`src/rtl/pri_arb8_ctrl.sv`:
```
// Sequential 8-requester arbiter: latches a winner and holds it until release or hold timeout.
// Build option: define ARB_ROUND_ROBIN_EN for rotating priority (default is fixed, bit 7 highest).
module pri_arb8_ctrl #(
    parameter int unsigned N_REQ    = 8,
    parameter int unsigned MAX_HOLD = 16
) (
    input  logic             clk,
    input  logic             rst_n,
    input  logic [N_REQ-1:0] req,
    input  logic             done,
    output logic [N_REQ-1:0] gnt,
    output logic [2:0]       gnt_idx,
    output logic             gnt_valid,
    output logic             timeout
);

    localparam int unsigned IDX_W = 3;
    localparam int unsigned CNT_W = 8;
    localparam bit          TIMEOUT_EN = (MAX_HOLD != 0);
    localparam logic [CNT_W-1:0] HOLD_LAST = CNT_W'(TIMEOUT_EN ? MAX_HOLD - 1 : 0);

    typedef enum logic {
        IDLE = 1'b0,
        BUSY = 1'b1
    } state_t;

    state_t             state, state_d;
    logic [N_REQ-1:0]   gnt_d;
    logic [IDX_W-1:0]   gnt_idx_d;
    logic               gnt_valid_d;
    logic               timeout_d;
    logic [CNT_W-1:0]   hold_cnt, hold_cnt_d;
    logic [IDX_W-1:0]   last_idx, last_idx_d;
    logic [IDX_W-1:0]   win_idx;
    logic               win_found;
`ifdef ARB_ROUND_ROBIN_EN
    logic [IDX_W-1:0]   cand;
`endif

    // Winner selection; later loop iterations override earlier ones, so they carry higher priority.
    always_comb begin
        win_idx   = '0;
        win_found = |req;
`ifdef ARB_ROUND_ROBIN_EN
        cand      = '0;
        for (int k = N_REQ; k >= 1; k--) begin
            cand = IDX_W'(last_idx - IDX_W'(k));
            if (req[cand]) win_idx = cand;
        end
`else
        for (int i = 0; i < N_REQ; i++) begin
            if (req[i]) win_idx = IDX_W'(i);
        end
`endif
    end

    // Next-state and next-output logic.
    always_comb begin
        state_d     = state;
        gnt_d       = gnt;
        gnt_idx_d   = gnt_idx;
        gnt_valid_d = gnt_valid;
        timeout_d   = 1'b0;
        hold_cnt_d  = hold_cnt;
        last_idx_d  = last_idx;
        case (state)
            IDLE: begin
                gnt_d       = '0;
                gnt_idx_d   = '0;
                gnt_valid_d = 1'b0;
                hold_cnt_d  = '0;
                if (win_found) begin
                    state_d     = BUSY;
                    gnt_d       = N_REQ'(1) << win_idx;
                    gnt_idx_d   = win_idx;
                    gnt_valid_d = 1'b1;
                    last_idx_d  = win_idx;
                end
            end
            BUSY: begin
                if (done || !req[gnt_idx]) begin
                    state_d     = IDLE;
                    gnt_d       = '0;
                    gnt_idx_d   = '0;
                    gnt_valid_d = 1'b0;
                    hold_cnt_d  = '0;
                end else if (TIMEOUT_EN && (hold_cnt == HOLD_LAST)) begin
                    state_d     = IDLE;
                    gnt_d       = '0;
                    gnt_idx_d   = '0;
                    gnt_valid_d = 1'b0;
                    hold_cnt_d  = '0;
                    timeout_d   = 1'b1;
                end else if (hold_cnt != '1) begin
                    hold_cnt_d = CNT_W'(hold_cnt + 1'b1);
                end
            end
            default: begin
                state_d = IDLE;
            end
        endcase
    end

    // State and registered outputs.
    always_ff @(posedge clk) begin
        if (!rst_n) begin
            state     <= IDLE;
            gnt       <= '0;
            gnt_idx   <= '0;
            gnt_valid <= 1'b0;
            timeout   <= 1'b0;
            hold_cnt  <= '0;
            last_idx  <= '0;
        end else begin
            state     <= state_d;
            gnt       <= gnt_d;
            gnt_idx   <= gnt_idx_d;
            gnt_valid <= gnt_valid_d;
            timeout   <= timeout_d;
            hold_cnt  <= hold_cnt_d;
            last_idx  <= last_idx_d;
        end
    end

endmodule

```
`config.mk`:
```
export PLATFORM = sky130hd
export DESIGN_NAME = pri_arb8_ctrl
export DESIGN_NICKNAME = d
export VERILOG_FILES = /design/src/rtl/pri_arb8_ctrl.sv
export SDC_FILE = /design/constraint.sdc
export NUM_CORES = 1
export LEC_CHECK = 0
export ABC_AREA = 0
export BUFFER_PORTS_ARGS = -buffer_cell sky130_fd_sc_hd__buf_2
export CAP_MARGIN = 30
export CORE_UTILIZATION = 47
export DETAILED_ROUTE_END_ITERATION = 8
export HOLD_SLACK_MARGIN = 0.05
export PLACE_DENSITY = 0.82
export SYNTH_ARGS = -nofsm -noshare
export SYNTH_HDL_FRONTEND = slang
export SYNTH_SLANG_ARGS = --single-unit
export TNS_END_PERCENT = 50
```
`constraint.sdc`:
```
create_clock -name clk -period 1.5 [get_ports clk]
set_input_delay 0.15 -clock clk [delete_from_list [all_inputs] [get_ports clk]]
set_output_delay 0.15 -clock clk [all_outputs]
set_load 0.1 [all_outputs]
```
### Word-level counts from Yosys, hierarchy flattened

Index checks and enable logic that the tools add are counted.

* flip-flop bits (word level): 22
* input bits: 11
* output and inout port bits: 13
* logic and storage cells: 48

* add/subtract/negate cells: 1
* order comparisons: 1
* equality and inequality tests: 4
* shift operators: 1
* muxes and demuxes: 29
* bitwise logic cells: 2
* reductions and logical operators: 4

Operator list (number)
* $mux 8: 6
* $pmux 8 s2: 2
* $mux 3: 8
* $add 8x1->8 const B: 1
* $eq 8x4->1 const B: 1
* $mux 1: 8
* $ne 8x8->1 const B: 1
* $reduce_or 8->1: 1
* $shl 1x3->8 const A: 1
* $pmux 3 s2: 1
* $lt 3x4->1 const B: 1
* $ne 4x1->1 const B: 1
* $pmux 1 s2: 2
* $bmux 1 s3: 1
* $ne 3x1->1 const B: 1
* $reduce_or 3->1: 1
* $mux 2: 1
* $not 1->1: 2
* $logic_not 1->1: 1
* $logic_or 1x1->1: 1

### Logic depth before layout (Yosys ltp)

* depth in word-level cells: 10
* gate-level depth with buffers: 7
* gate-level depth less buffers: 5

### Worst setup path after synthesis

OpenSTA, ideal clock, no wires.

* kind: register to register
* start: register gnt_idx[0]
* end: register hold_cnt[7]
* setup time: 100 ps
* data arrival time: 2138 ps
* required time: 1400 ps
* slack: -737 ps
* stages on the path, launching flop included: 7
* buffers on the path: 2
* cells stage by stage: dfxtp_1 buf_4 mux2i_1 a311oi_2 nand3_1 buf_6 a2111oi_4

* cells in the longest elaborated chain, start to end: 6

Ends and longest elaborated chain
* start: declaration: RTL line 12 `output logic [2:0] gnt_idx,`
* start signal: assignment: RTL line 117 `gnt_idx <= gnt_idx_d;`
* $bmux 1 s3 (*): RTL line 81 `if (done || !req[gnt_idx]) begin`
* $mux 1 (implied by the code) (*): RTL line 81
* $logic_not 1->1 (*): RTL line 81
* $logic_or 1x1->1 (*): RTL line 81
* $mux 8: RTL line 81
* $pmux 8 s2: RTL line 66 `case (state)`
* end signal: assignment: RTL line 120 `hold_cnt <= hold_cnt_d;`
* end: declaration: RTL line 32 `logic [CNT_W-1:0] hold_cnt, hold_cnt_d;`

Mark *: on every way between the ends. The rest lies on a longest branch, timed or not. The select of a mux whose other input is x is not followed.
A chain may end at the register's enable or synchronous reset.

### Worst setup path after layout

* start: register gnt_idx[0]
* end: register gnt[1]

* cells in the longest elaborated chain, start to end: 6

Ends and longest elaborated chain
* $bmux 1 s3 (*): RTL line 81
* $mux 1 (implied by the code) (*): RTL line 81
* $logic_not 1->1 (*): RTL line 81
* $logic_or 1x1->1 (*): RTL line 81
* $mux 8: RTL line 81
* $pmux 8 s2: RTL line 66
* end signal: assignment: RTL line 116 `gnt <= gnt_d;`
* end: declaration: RTL line 11 `output logic [N_REQ-1:0] gnt,`

Marks and branches as above.

==> metrics.md <==
| Metric | Value |
|---|---|
| Status | finished, final reports clean |
| Clock sink count | 22 |
| ANT cells | 0 |
| Skew-Pair Late Insertion Delay | 0.32 ns |
| Clk root buf | clkbuf_4 |
| Cell count after synthesis | 128 |
| Worst setup SP type | flip-flop |
| Placed Area | 1280 um2 |
| Critical path peak fanout | 20 |
| Synthesized Nets | 140 |
| Most frequent cells in the layout | 23 x buf_2, 18 x dfxtp_1, 14 x inv_1 |
| # IOs | 24 |
| PD cells | about 940 nW/um2 |
| Most common cell after layout, fill and taps aside | buf_2 |
| Post-synth EDFFs | 0 |
| CTS tree | done |
| WL/cell | roughly 14 um |
| Initial DRT Pass Iterations | 4 |
| Final setup viols | 0 |
| Vias in the first global route | around 950 |
| Drt total wl | approximately 2.6 mm |
| Min-delay worst type | input pin to flip-flop |
| CTS clk-pin slew, worst paths | roughly 0.13 ns |
| Die height | 50.5 um |
| Post-synthesis sequential area ratio | 39.9% |
| HPWL after DPL | 1.79 mm |
| Core Footprint | roughly 2200 um2 |
| Synthesized area | 1100 um2 |
| CTS Buffer Depth | 2 |
| Finished Cell Area | roughly 1400 um2 |
| R2r setup slk | 0.03 ns |
| WP data required | 1.73 ns |
| R2r endpoint | gnt[1]$_SDFFE_PN0P_ |
| Row Count | 17 |
| Antenna viol nets, final | 0 |
| Via count | 1,041 |
| Fin nets | 168 |
| Worst vdd ir | 0.000578 V |
| Die area | between 2000 and 3000 um2 |
| RSZ-0062 raised after global routing | yes |
| Avg Vias per Cell | about 5.7 |
| Fmax | 0.681 GHz |
| Die width | approximately 50 um |
| Clock H-tree levels | 1 |
| Port bufs | 23 |
| Routability cong. | about 0.85 |
| P&R area growth vs syn | 25.3% |
| Final Max Slew Viols | 0 |
| CP Capture Type | flip-flop |
| Initial DRC count | 23 |
| Layout cell share with drive strength beyond 1 | about 35% |
| Slew HR | 67.8% |
| Final setup TNS | 0 ns |
| Worst-margin pin slew | 0.486 ns |
| Hold endpoint | gnt[7]$_SDFFE_PN0P_ |
| Warnings from Yosys | 0 |
| Critical path arrival | around 1.7 ns |
| Final Critical Period | between 1 and 1.5 ns |
| Clock skew | between 0.009 and 0.01 ns |
| First-pass GRT wire length | 4.20 mm |
| Largest net degree at the start of global routing | 21 |
| Worst-case reg-to-reg path depth | 5 |
| Max Cap Violations | 0 |
| Hold Fails Final Rpt | 0 |
| Initial antenna violation count | 0 |
| Drt drc | 0 |
| Static Leak | ~0.52 nW |
| Kind of critical path | flip-flop to flip-flop |
| Worst reg2reg startpoint | gnt_idx[0]$_SDFFE_PN0P_ |
| Post-synth ARST share | 0% |
| Num CTS Buffers | 3 |
| WHS Path Cells | 3 |
| Synthesized flop and latch total | 22 |
| Ys flop type | dfxtp_1 |
| Initial Utilization | 49.9% |
| Aggregate global-route resource usage | a little over a fifth |
| Mean Syn Cell Area | approximately 8.6 um2 |
| Synth unique cells | 36 |
| Final Cycle Share | 98.0% |
| GRT overflow | 0 |
| Worst hold start | req[7] |
what timing repair did:
action,in CTS,in global routing
gates resized for setup,0,13
buffers inserted,0,1
pin swaps,1,1
setup endpoints to repair,5,18
hold buffers,0,0
synth_stat cells, types with 2 or more instances:
cell type  number  area (um2)
o21ba_2         2        20.0
dfxtp_1        22         440
nand2_1         5        18.8
buf_2           4        20.0
o21ai_0         6        30.0
a31oi_1         2        12.5
or3_1           2        12.5
clkbuf_1        2        7.51
o31ai_1         5        37.5
nor3_1          8        40.0
mux2i_1         5        50.1
nor2b_1         2        12.5
inv_1          14        52.6
nand3b_1        2        15.0
and2_1          2        12.5
nor2_1         11        41.3
o32ai_1         6        52.6
nand3_1         4        20.0
a21oi_1         3        15.0
nor4_1          2        12.5
nand4_1         4        25.0
how the worst max path moves through the flow:
stage          slack (ns)                startpoint  cells after the start                       end
4_1_cts             0.005   gnt_idx[0]$_SDFFE_PN0P_                      5       gnt[1]$_SDFFE_PN0P_
5_1_grt             -0.06   gnt_idx[0]$_SDFFE_PN0P_                      5       gnt[3]$_SDFFE_PN0P_
6_report             0.03   gnt_idx[0]$_SDFFE_PN0P_                      5       gnt[1]$_SDFFE_PN0P_
2_1_floorplan       -0.12   gnt_idx[0]$_SDFFE_PN0P_                      6       gnt[4]$_SDFFE_PN0P_
3_5_place_dp       -0.002   gnt_idx[0]$_SDFFE_PN0P_                      5       gnt[1]$_SDFFE_PN0P_
3_3_place_gp         0.09  hold_cnt[1]$_SDFFE_PN0P_                      5  hold_cnt[3]$_SDFFE_PN0P_
report_power, final:
part	leakage, nW	internal, mW	switching, mW	total, mW
registers	0.181	0.608	0.0222	0.630
logic	0.312	0.0705	0.198	0.269
clock network	0.0261	0.204	0.192	0.396
state kept, by name, summed over array words and instances, names as in the netlist:
| register | count |
|---|---|
| state | 1 |
| gnt_idx | 3 |
| gnt | 8 |
| timeout | 1 |
| gnt_valid | 1 |
| hold_cnt | 8 |
kinds of logic (layout without fill, tap and decap cells):
group,after synthesis,in the layout,share of synthesized area [%]
buf+inv,22,49,8.96
fa+ha+maj,1,1,1.13
compound gates,31,31,22.7
flops,22,22,39.9
simple gates,47,47,22.8
mux,5,5,4.54
final cells by class:
type | instances | area [um2]
Inverter | 14 | 52.6
Sequential cell | 22 | 448
Fill cell | 196 | 830
Clock buffer | 4 | 47.5
Timing Repair Buffer | 31 | 183
Multi-Input combinational cell | 84 | 617
Tap cell | 28 | 35.0
layer usage:
metal  part of all wire (%)  track usage (%)
met1                     45             27.2
met2                     49             36.4
met3                    4.8             3.94
met4                    1.5             8.80
met5                      0                0
critical path: stages, from the launching register on:
cell	delay [ns]
dfxtp_4	0.40
mux2i_2	0.16
a311oi_2	0.29
nand3_1	0.13
buf_6	0.19
o32ai_1	0.22
per-stage QoR:
stage,total power [mW],utilization (%),hold slack (ns),instances,worst slack [ns]
6_report,1.29,62.5,0.122,183,0.0305
5_1_grt,1.34,62.5,0.131,183,-0.0586
4_1_cts,1.28,59.8,0.113,182,0.00536
3_5_place_dp,0.900,57.7,0.459,178,-0.00172
3_3_place_gp,0.894,57.7,0.451,178,0.0922
2_1_floorplan,0.852,-,0.286,128,-0.124
(Power assumes the default switching activity.)
